File: src/rtl/led_ctrl_pkg.sv
// Shared encodings, register offsets and reset defaults for led_pattern_ctrl.
// Optional brightness gating is enabled with `define LED_PWM_BRIGHT_EN.
package led_ctrl_pkg;

    localparam logic [3:0] MODE_OFF     = 4'd0;
    localparam logic [3:0] MODE_ON      = 4'd1;
    localparam logic [3:0] MODE_BLINK   = 4'd2;
    localparam logic [3:0] MODE_CHASE_L = 4'd3;
    localparam logic [3:0] MODE_CHASE_R = 4'd4;

    localparam logic [1:0] UNIT_1US   = 2'd0;
    localparam logic [1:0] UNIT_1MS   = 2'd1;
    localparam logic [1:0] UNIT_10MS  = 2'd2;
    localparam logic [1:0] UNIT_100MS = 2'd3;

    localparam logic [31:0] REG_MODE_OFS   = 32'd1;
    localparam logic [31:0] REG_TIME_OFS   = 32'd2;
    localparam logic [31:0] REG_BRIGHT_OFS = 32'd3;

    localparam logic [7:0] RST_TIME_NUM  = 8'd100;
    localparam logic [1:0] RST_TIME_UNIT = UNIT_1MS;
    localparam logic [2:0] RST_BRIGHT    = 3'd7;

    function automatic logic mode_legal(input logic [3:0] m);
        return m <= MODE_CHASE_R;
    endfunction

    function automatic logic unit_legal(input logic [3:0] u);
        return u <= {2'b00, UNIT_100MS};
    endfunction

endpackage

File: src/rtl/led_timebase.sv
// Microsecond prescaler, 1ms/10ms/100ms cascade and step counter.
// step is a combinational 1-cycle strobe, suppressed while restart is asserted.
module led_timebase
    import led_ctrl_pkg::*;
#(
    parameter int unsigned CLK_FREQ_HZ = 25_000_000
) (
    input  logic       clk,
    input  logic       reset,
    input  logic       restart,
    input  logic [7:0] time_num,
    input  logic [1:0] time_unit,
    output logic       step
);

    localparam int unsigned US_DIV = CLK_FREQ_HZ / 1_000_000;
    localparam int unsigned PRE_W  = (US_DIV > 1) ? $clog2(US_DIV) : 1;
    localparam logic [PRE_W-1:0] PRE_MAX = PRE_W'(US_DIV - 1);

    logic [PRE_W-1:0] pre_q, pre_d;
    logic [9:0]       us_cnt_q, us_cnt_d;
    logic [3:0]       ms_cnt_q, ms_cnt_d;
    logic [3:0]       ms10_cnt_q, ms10_cnt_d;
    logic [7:0]       step_cnt_q, step_cnt_d;
    logic             us_tick, ms_tick, ms10_tick, ms100_tick, unit_tick;
    logic [7:0]       step_max;

    always_comb begin
        us_tick    = (pre_q == PRE_MAX);
        ms_tick    = us_tick && (us_cnt_q == 10'd999);
        ms10_tick  = ms_tick && (ms_cnt_q == 4'd9);
        ms100_tick = ms10_tick && (ms10_cnt_q == 4'd9);

        case (time_unit)
            UNIT_1US:   unit_tick = us_tick;
            UNIT_1MS:   unit_tick = ms_tick;
            UNIT_10MS:  unit_tick = ms10_tick;
            UNIT_100MS: unit_tick = ms100_tick;
            default:    unit_tick = us_tick;
        endcase

        step_max = (time_num == 8'd0) ? 8'd1 : time_num;

        pre_d      = us_tick ? '0 : pre_q + PRE_W'(1);
        us_cnt_d   = us_tick ? (ms_tick ? '0 : us_cnt_q + 10'd1) : us_cnt_q;
        ms_cnt_d   = ms_tick ? (ms10_tick ? '0 : ms_cnt_q + 4'd1) : ms_cnt_q;
        ms10_cnt_d = ms10_tick ? (ms100_tick ? '0 : ms10_cnt_q + 4'd1) : ms10_cnt_q;

        step       = 1'b0;
        step_cnt_d = step_cnt_q;
        if (unit_tick) begin
            // counter never exceeds step_max-1, so the increment cannot wrap
            if (step_cnt_q + 8'd1 >= step_max) begin
                step       = 1'b1;
                step_cnt_d = '0;
            end else begin
                step_cnt_d = step_cnt_q + 8'd1;
            end
        end

        if (restart) begin
            step       = 1'b0;
            pre_d      = '0;
            us_cnt_d   = '0;
            ms_cnt_d   = '0;
            ms10_cnt_d = '0;
            step_cnt_d = '0;
        end
    end

    always_ff @(posedge clk) begin
        if (!reset) begin
            pre_q      <= '0;
            us_cnt_q   <= '0;
            ms_cnt_q   <= '0;
            ms10_cnt_q <= '0;
            step_cnt_q <= '0;
        end else begin
            pre_q      <= pre_d;
            us_cnt_q   <= us_cnt_d;
            ms_cnt_q   <= ms_cnt_d;
            ms10_cnt_q <= ms10_cnt_d;
            step_cnt_q <= step_cnt_d;
        end
    end

endmodule

File: src/rtl/led_pattern_ctrl.sv
// LED pattern controller: MODE/TIME(/BRIGHT) registers, read mux and pattern generator.
// `define LED_PWM_BRIGHT_EN adds the BRIGHT register and frame-based output gating.
module led_pattern_ctrl
    import led_ctrl_pkg::*;
#(
    parameter int unsigned CLK_FREQ_HZ = 25_000_000,
    parameter int unsigned NUM_LED     = 4,
    parameter logic [31:0] BASE_ADDR   = 32'h0
) (
    input  logic               clk,
    input  logic               reset,
    input  logic               wr_en,
    input  logic [31:0]        wr_addr,
    input  logic [15:0]        wr_data,
    input  logic               rd_en,
    input  logic [31:0]        rd_addr,
    output logic               rd_valid,
    output logic [15:0]        rd_data,
    output logic               rd_err,
    output logic               wr_err,
    output logic [NUM_LED-1:0] led_out
);

    logic [3:0]         mode_q, mode_d;
    logic [7:0]         time_num_q, time_num_d;
    logic [1:0]         time_unit_q, time_unit_d;
    logic [NUM_LED-1:0] pat_q, pat_d;
    logic [NUM_LED-1:0] led_q, led_d;
    logic               rd_valid_q, rd_valid_d;
    logic [15:0]        rd_data_q, rd_data_d;
    logic               rd_err_q, rd_err_d;
    logic               wr_err_q, wr_err_d;
    logic               mode_wr_ok, time_wr_ok, bright_wr_ok, restart, step;
    logic               unused_wr_bits;
`ifdef LED_PWM_BRIGHT_EN
    logic [2:0]         bright_q, bright_d;
    logic [2:0]         frame_q, frame_d;
`endif

    assign unused_wr_bits = ^wr_data[7:4];

    function automatic logic [NUM_LED-1:0] pat_init(input logic [3:0] m);
        logic [NUM_LED-1:0] one;
        one = '0;
        one[0] = 1'b1;
        case (m)
            MODE_ON:      pat_init = '1;
            MODE_CHASE_L: pat_init = (NUM_LED == 1) ? '0 : one;
            MODE_CHASE_R: pat_init = (NUM_LED == 1) ? '0 : one << (NUM_LED - 1);
            default:      pat_init = '0;
        endcase
    endfunction

    // with a single LED the chase modes degenerate to blink
    function automatic logic [NUM_LED-1:0] pat_step(input logic [3:0] m,
                                                    input logic [NUM_LED-1:0] p);
        case (m)
            MODE_BLINK:   pat_step = ~p;
            MODE_CHASE_L: pat_step = (NUM_LED == 1) ? ~p : (p << 1) | (p >> (NUM_LED - 1));
            MODE_CHASE_R: pat_step = (NUM_LED == 1) ? ~p : (p >> 1) | (p << (NUM_LED - 1));
            default:      pat_step = p;
        endcase
    endfunction

    led_timebase #(
        .CLK_FREQ_HZ(CLK_FREQ_HZ)
    ) u_timebase (
        .clk      (clk),
        .reset    (reset),
        .restart  (restart),
        .time_num (time_num_q),
        .time_unit(time_unit_q),
        .step     (step)
    );

    always_comb begin
        mode_wr_ok = wr_en && (wr_addr == BASE_ADDR + REG_MODE_OFS) && mode_legal(wr_data[3:0]);
        time_wr_ok = wr_en && (wr_addr == BASE_ADDR + REG_TIME_OFS) && unit_legal(wr_data[3:0]);
`ifdef LED_PWM_BRIGHT_EN
        bright_wr_ok = wr_en && (wr_addr == BASE_ADDR + REG_BRIGHT_OFS);
        bright_d     = bright_wr_ok ? wr_data[2:0] : bright_q;
        frame_d      = frame_q + 3'd1;
`else
        bright_wr_ok = 1'b0;
`endif
        restart  = mode_wr_ok || time_wr_ok;
        wr_err_d = wr_en && !(mode_wr_ok || time_wr_ok || bright_wr_ok);

        mode_d      = mode_wr_ok ? wr_data[3:0] : mode_q;
        time_num_d  = time_wr_ok ? wr_data[15:8] : time_num_q;
        time_unit_d = time_wr_ok ? wr_data[1:0] : time_unit_q;

        pat_d = pat_q;
        if (restart) begin
            pat_d = pat_init(mode_d);
        end else if (step) begin
            pat_d = pat_step(mode_q, pat_q);
        end

`ifdef LED_PWM_BRIGHT_EN
        led_d = (frame_d <= bright_d) ? pat_d : '0;
`else
        led_d = pat_d;
`endif

        // reads see the registers as they were before any same-cycle write
        rd_valid_d = rd_en;
        rd_data_d  = '0;
        rd_err_d   = 1'b0;
        if (rd_en) begin
            if (rd_addr == BASE_ADDR + REG_MODE_OFS) begin
                rd_data_d = {12'h000, mode_q};
            end else if (rd_addr == BASE_ADDR + REG_TIME_OFS) begin
                rd_data_d = {time_num_q, 4'h0, 2'b00, time_unit_q};
`ifdef LED_PWM_BRIGHT_EN
            end else if (rd_addr == BASE_ADDR + REG_BRIGHT_OFS) begin
                rd_data_d = {13'h0000, bright_q};
`endif
            end else begin
                rd_err_d = 1'b1;
            end
        end
    end

    always_ff @(posedge clk) begin
        if (!reset) begin
            mode_q      <= MODE_OFF;
            time_num_q  <= RST_TIME_NUM;
            time_unit_q <= RST_TIME_UNIT;
            pat_q       <= '0;
            led_q       <= '0;
            rd_valid_q  <= 1'b0;
            rd_data_q   <= '0;
            rd_err_q    <= 1'b0;
            wr_err_q    <= 1'b0;
`ifdef LED_PWM_BRIGHT_EN
            bright_q    <= RST_BRIGHT;
            frame_q     <= '0;
`endif
        end else begin
            mode_q      <= mode_d;
            time_num_q  <= time_num_d;
            time_unit_q <= time_unit_d;
            pat_q       <= pat_d;
            led_q       <= led_d;
            rd_valid_q  <= rd_valid_d;
            rd_data_q   <= rd_data_d;
            rd_err_q    <= rd_err_d;
            wr_err_q    <= wr_err_d;
`ifdef LED_PWM_BRIGHT_EN
            bright_q    <= bright_d;
            frame_q     <= frame_d;
`endif
        end
    end

    assign rd_valid = rd_valid_q;
    assign rd_data  = rd_data_q;
    assign rd_err   = rd_err_q;
    assign wr_err   = wr_err_q;
    assign led_out  = led_q;

endmodule

File: config.mk
export PLATFORM = sky130hd
export DESIGN_NAME = led_pattern_ctrl
export DESIGN_NICKNAME = d
export VERILOG_FILES = /design/src/rtl/led_ctrl_pkg.sv /design/src/rtl/led_timebase.sv /design/src/rtl/led_pattern_ctrl.sv
export SDC_FILE = /design/constraint.sdc
export NUM_CORES = 1
export LEC_CHECK = 0
export CORE_MARGIN = 2
export CORE_UTILIZATION = 35
export CTS_CLUSTER_DIAMETER = 60
export DETAILED_ROUTE_END_ITERATION = 10
export PLACE_DENSITY_LB_ADDON = 0.05
export SYNTH_ARGS = -nofsm -noshare
export SYNTH_HDL_FRONTEND = slang
export SYNTH_SLANG_ARGS = --single-unit
File: constraint.sdc
create_clock -name clk -period 3 [get_ports clk]
set_input_delay 0.3 -clock clk [delete_from_list [all_inputs] [get_ports clk]]
set_output_delay 0.3 -clock clk [all_outputs]
set_load 0.02 [all_outputs]
After elaboration in Yosys (flattened, before gate mapping):

Index checks and enable logic that the tools add are counted.

* register bits after elaboration: 68
* input port bits: 84
* output and inout port bits: 23
* word-level logic and storage cells: 83

* add/sub/neg operators: 5
* order comparisons: 3
* eq/ne operators: 17
* mux-type cells: 17
* bitwise logic cells: 6
* reduce and logical (&&, ||, !) cells: 20

Operator list (count)
* 32-bit by 1-bit == test with 1-bit output (second input constant): 2
* 32-bit by 2-bit == test with 1-bit output (second input constant): 2
* 4-bit 2-to-1 mux: 6
* 4-bit one-hot mux with 3 select lines: 2
* 8-bit 2-to-1 mux: 2
* 4-bit by 2-bit == test with 1-bit output (second input constant): 3
* 10-bit by 1-bit adder with 10-bit output (second input constant): 1
* 10-bit == test (second input constant): 1
* 10-bit 2-to-1 mux: 1
* 4-bit by 1-bit adder with 4-bit output (second input constant): 2
* 8-bit by 1-bit adder with 8-bit output (second input constant): 1
* 4-bit by 3-bit == test with 1-bit output (second input constant): 2
* 4-bit == test (second input constant): 2
* 8-bit >= comparator: 1
* 1-bit logical AND: 8
* 8-bit logical NOT: 1
* 3-bit OR reduction: 2
* 5-bit by 1-bit adder with 5-bit output (second input constant): 1
* 5-bit == test (second input constant): 1
* 2-bit == test (second input constant): 2
* 4-bit by 1-bit == test with 1-bit output (second input constant): 1
* 4-bit by 2-bit <= comparator with 1-bit output (second input constant): 1
* 4-bit by 3-bit <= comparator with 1-bit output (second input constant): 1
* 1-bit 2-to-1 mux: 4
* 15 further kinds: 18

Logic depth before layout (Yosys ltp):

* depth after elaboration: 9
* depth in mapped cells: 11
* depth with buffers taken out: 11

Modules after synthesis:

Synthesis repeated with hierarchy kept, for this count alone.

* cells, all modules: 373
* area total of the unflattened synthesis: 3485.8 µm²

By module, submodules not included
* led_timebase: instances 1, cells an instance 214, area an instance 1794.2 µm², sequential area each 620.6 µm²
* led_pattern_ctrl: instances 1, cells an instance 159, area an instance 1691.6 µm², sequential area each 660.6 µm²

Worst setup path before layout:

No wires, ideal clock.

* path type: register to register
* from: register u_timebase.pre_q[0]
* to: register led_q[1] (netlist: led_out[1])
* library setup time: 0.119 ns
* arrival time: 2.119 ns
* required time: 2.881 ns
* path slack: 0.763 ns
* cell stages (with the launch flop): 11
* path buffers: 1
* period minus slack after synthesis: 2.237 ns
* cells stage by stage: dfxtp_1 > inv_1 > ha_1 > nand4b_4 > or4_4 > buf_6 > o21ai_4 > o21ai_2 > o21ai_4 > o21ai_1 > o221a_1

* word-level cells in the longest chain between the ends: 9

Ends and longest elaborated chain
* start: declaration: line led_timebase.sv:20 `logic [PRE_W-1:0] pre_q, pre_d;`
* start signal: assignment: line led_timebase.sv:79 `pre_q <= pre_d;`
* 5-bit == test *: line led_timebase.sv:29 `us_tick = (pre_q == PRE_MAX);`
* 1-bit logical AND: line led_timebase.sv:30 `ms_tick = us_tick && (us_cnt_q == 10'd999);`
* 1-bit logical AND: line led_timebase.sv:31 `ms10_tick = ms_tick && (ms_cnt_q == 4'd9);`
* 1-bit logical AND: line led_timebase.sv:32 `ms100_tick = ms10_tick && (ms10_cnt_q == 4'd9);`
* 1-bit one-hot mux with 4 select lines *: line led_timebase.sv:34 `case (time_unit)`
* 1-bit 2-to-1 mux *: line led_timebase.sv:51 `if (unit_tick) begin`
* 1-bit 2-to-1 mux *: line led_timebase.sv:61 `if (restart) begin`
* 2-bit nonzero test (no line) *
* 2-bit AND reduction (no line) *
* end signal: assignment: line led_pattern_ctrl.sv:145 `led_q <= led_d;`
* end: declaration: line led_pattern_ctrl.sv:28 `logic [NUM_LED-1:0] led_q, led_d;`

Mark *: on every way between the ends. The rest lies on a longest branch, timed or not.
A chain may end at the register's enable or synchronous reset.

Final worst setup path:

* from: register u_timebase.step_cnt_q[0]
* to: register u_timebase.step_cnt_q[2]

* word-level cells in the longest chain between the ends: 3

Ends and longest elaborated chain
* start: declaration: line led_timebase.sv:24 `logic [7:0] step_cnt_q, step_cnt_d;`
* start signal: assignment: line led_timebase.sv:83 `step_cnt_q <= step_cnt_d;`
* 8-bit by 1-bit adder with 8-bit output *: line led_timebase.sv:53, led_timebase.sv:57
* 8-bit >= comparator: line led_timebase.sv:53 `if (step_cnt_q + 8'd1 >= step_max) begin`
* 8-bit 2-to-1 mux *: line led_timebase.sv:53

Marks and branches as above.

==> results.json <==
{
  "fmax_mhz": 390,
  "holdCritPathClass": "reg2reg",
  "ant_nets": 0,
  "clockBufferDepth": 2,
  "synth_area_leaders": "dfxtp_1, ha_1, nor2_1",
  "synth_common_cells": "dfxtp_1, nor2_1, nand2_1, a21oi_1, and2_1",
  "combPwrFrac_pct": 8.5,
  "crit_family": "simple AND/OR/NAND/NOR gates",
  "grt_max_degree": 18,
  "numClockSinks": 64,
  "cts_buffers": 9,
  "yosysMostFrequentCell": "dfxtp_1",
  "r2r_start": "u_timebase.step_cnt_q[0]$_SDFFE_PP0P_",
  "timing.final.crit_share_pct": 85.6,
  "port_buffers": 98,
  "power.density_nw_per_um2": 402,
  "synth_area_leader_cell": "dfxtp_1",
  "path_cells": "nand3_1, nor2_1, xor2_1, ha_1, a21oi_1, nand2_1, a41oi_1, o21ai_1, nor2_4, nand3b_1, a21oi_1",
  "ir_drop_uv": 274,
  "ys_ff_latch": 64,
  "clkPwrFrac_pct": 44.7,
  "cts_resized": 0,
  "worst_ep_arrival_time_ps": 2840,
  "setup.worst_path.class": "reg2reg",
  "yosys_most_used_dff": "dfxtp_1",
  "rows": 35,
  "grt_usage_pct": 16.4,
  "drv_cap": 0,
  "path_clk_slew_ps": 70,
  "drtIter0Drc": 85,
  "htree_levels": 3,
  "p_int_mw": 1.45,
  "grt_pass1_vias": 2715,
  "gp_congestion": 0.789,
  "setup_slack_ps": 433,
  "finalNetCount": 573,
  "diodes": 0,
  "outcome": "complete, no violations",
  "start_util_pct": 35.4,
  "yosysWarnings": 0,
  "p_leak_nw": 1.72,
  "core_area_sq_um": 9110,
  "grt_antenna_before_repair": 0,
  "synth_top_area_share_pct": 39.7,
  "critPathRequiredTime_ps": 3280,
  "p_switching_mw": 0.385,
  "crit_buf_inv": 0,
  "cts.hold.buffers_added": 0,
  "setup_tns_ps": 0,
  "overflow": 0,
  "dieWidth_um": 100,
  "drive_gt1_share_pct": 8.16,
  "synthDistinctLibCells": 54,
  "synth_area_sq_um": 3230,
  "end_kind": "flip-flop",
  "avgViaCountPerCell": 4.85,
  "avgRoutedWirePerCell_um": 13.3,
  "finalHoldViolCount": 0,
  "hold_depth": 1,
  "hpwl_um": 6140,
  "start_kind": "flip-flop",
  "finalWirelength_um": 7840,
  "dp_slack_ps": 454,
  "drc_errors": 0,
  "crit_top_cell": "a21oi_1",
  "async_flop_share_pct": 0,
  "synthCells": 366,
  "swShare_pct": 21.0,
  "die_y_um": 100,
  "reg2reg_to": "u_timebase.step_cnt_q[2]$_SDFFE_PP0P_",
  "worstHoldStart": "time_num_q[6]$_SDFFE_PN1P_",
  "rsz0062_at_grt": "no",
  "seq_power_share_pct": 46.8,
  "fin_worst_skew_ps": 7.40,
  "max_slew.worst_pin.slew_ps": 634,
  "max_stage_delay_ps": 400,
  "r2r_slack_ps": 430,
  "hold_path_end": "rd_data[14]$_SDFF_PP0_",
  "pin_count": 107,
  "cp_max_fo": 7,
  "slew_viol_final": 0,
  "crit_slowest_cell": "dfxtp_1",
  "cts_tree": "done",
  "root_buffer": "clkbuf_8",
  "finalSetupViolCount": 0,
  "vias": 2854,
  "syn2layout_area_growth_pct": 41.3,
  "dr.pass1.iters": 4,
  "die_area_sq_um": 10000,
  "synth_enable_flop_cells": 0,
  "ys_seq_area_share_pct": 39.7,
  "rr_worst_depth": 11,
  "clock_latency_ps": 340,
  "synth_area_per_cell_sq_um": 8.82,
  "grt_first_pass_wirelength_um": 13100,
  "post_cts.repair.setup_buffers": 0,
  "slew_headroom_pct": 57.5,
  "fin_crit_ps": 2570
}
==> layout by cell type (no fill, tap or decap), types with 10 or more instances in the layout <==
cell,count
xor2_1,13
nor2_1,47
and2_1,18
clkdlybuf4s50_1,98
nand2_1,28
inv_1,12
nand3_1,15
a21oi_1,18
clkbuf_8,10
nor4_1,16
dfxtp_1,64
ha_1,16
==> worst reg2reg max path, cell delays in order, from the launching register on <==
cell and delay (ps):
dfxtp_1 400, nand3_1 170, nor2_1 280, xor2_1 200, ha_1 280, a21oi_1 150, nand2_1 60, a41oi_1 210
o21ai_1 270, nor2_4 250, nand3b_1 110, a21oi_1 140
==> registers in the layout, summed over array words and instances (netlist names) <==
name and flops:
led_out 4, rd_valid 1, u_timebase.ms_cnt_q 4, rd_data 12, u_timebase.step_cnt_q 8, time_unit_q 2
u_timebase.us_cnt_q 10, time_num_q 8, mode_q 4, rd_err 1, u_timebase.ms10_cnt_q 4, u_timebase.pre_q 5
wr_err 1
==> routing by layer <==
metal | routed length (um) | GRT usage (%) | vias up
met1 | 3670 | 20.8 | 1294
met5 | 0 | 0 | -
li1 | - | - | 1504
met4 | 105 | 5.69 | 0
met3 | 229 | 3.76 | 10
met2 | 3830 | 27.5 | 46
==> per-stage QoR <==
step	hold slack (ps)	instance area (sq um)	power (mW)	util [%]	instances
final	453	4560	1.83	50.1	589
after global routing	483	4560	1.91	50.1	589
after CTS	456	4560	1.86	50.1	589
after detailed placement	438	4340	1.03	47.6	573
after global placement	440	4340	1.03	47.6	573
after floorplan	428	3240	0.916	-	369
==> power by group through the flow <==
stage	Sequential [mW]	Combinational [mW]	Clock, mW
finish	0.859	0.155	0.819
global route	0.859	0.166	0.882
CTS	0.859	0.157	0.846
detailed placement	0.878	0.156	0
global placement	0.878	0.155	0
floorplan	0.880	0.0360	0
==> cells by family (layout without fill, tap and decap cells) <==
| group | Yosys count | after routing | share of synthesized area (%) |
|---|---|---|---|
| other | 1 | 4 | 0.116 |
| XOR/XNOR | 22 | 22 | 5.97 |
| adder cells (fa/ha/maj) | 16 | 16 | 6.20 |
| multiplexers | 11 | 11 | 3.49 |
| flip-flops | 64 | 64 | 39.7 |
| AO/OA/AOI/OAI | 60 | 60 | 12.8 |
| AND/OR/NAND/NOR | 170 | 170 | 28.4 |
| buffers and inverters | 22 | 131 | 3.30 |
==> worst max path at each step <==
stage                                                     start                                     to  slack (ps)  depth (start not counted)
after floorplan                  u_timebase.pre_q[0]$_SDFF_PP0_                led_out[1]$_SDFFE_PN0P_         760                         10
after global placement    u_timebase.step_cnt_q[0]$_SDFFE_PP0P_  u_timebase.step_cnt_q[5]$_SDFFE_PP0P_         450                         11
final                     u_timebase.step_cnt_q[0]$_SDFFE_PP0P_  u_timebase.step_cnt_q[2]$_SDFFE_PP0P_         430                         11
after CTS                 u_timebase.step_cnt_q[0]$_SDFFE_PP0P_  u_timebase.step_cnt_q[5]$_SDFFE_PP0P_         430                         11
after global routing      u_timebase.step_cnt_q[0]$_SDFFE_PP0P_  u_timebase.step_cnt_q[5]$_SDFFE_PP0P_         100                         10
after detailed placement  u_timebase.step_cnt_q[0]$_SDFFE_PP0P_  u_timebase.step_cnt_q[5]$_SDFFE_PP0P_         450                         11
==> layout make-up <==
type                       count  area, sq um
fill                         896         4550
clock buffer                  10          138
multi-input combinational    283         1860
clock inverter                 6         82.6
inverter                      12         45.0
sequential                    64         1280
timing repair buffer         103         1020
tap                          111          139
Power figures use the tool's default switching activity.
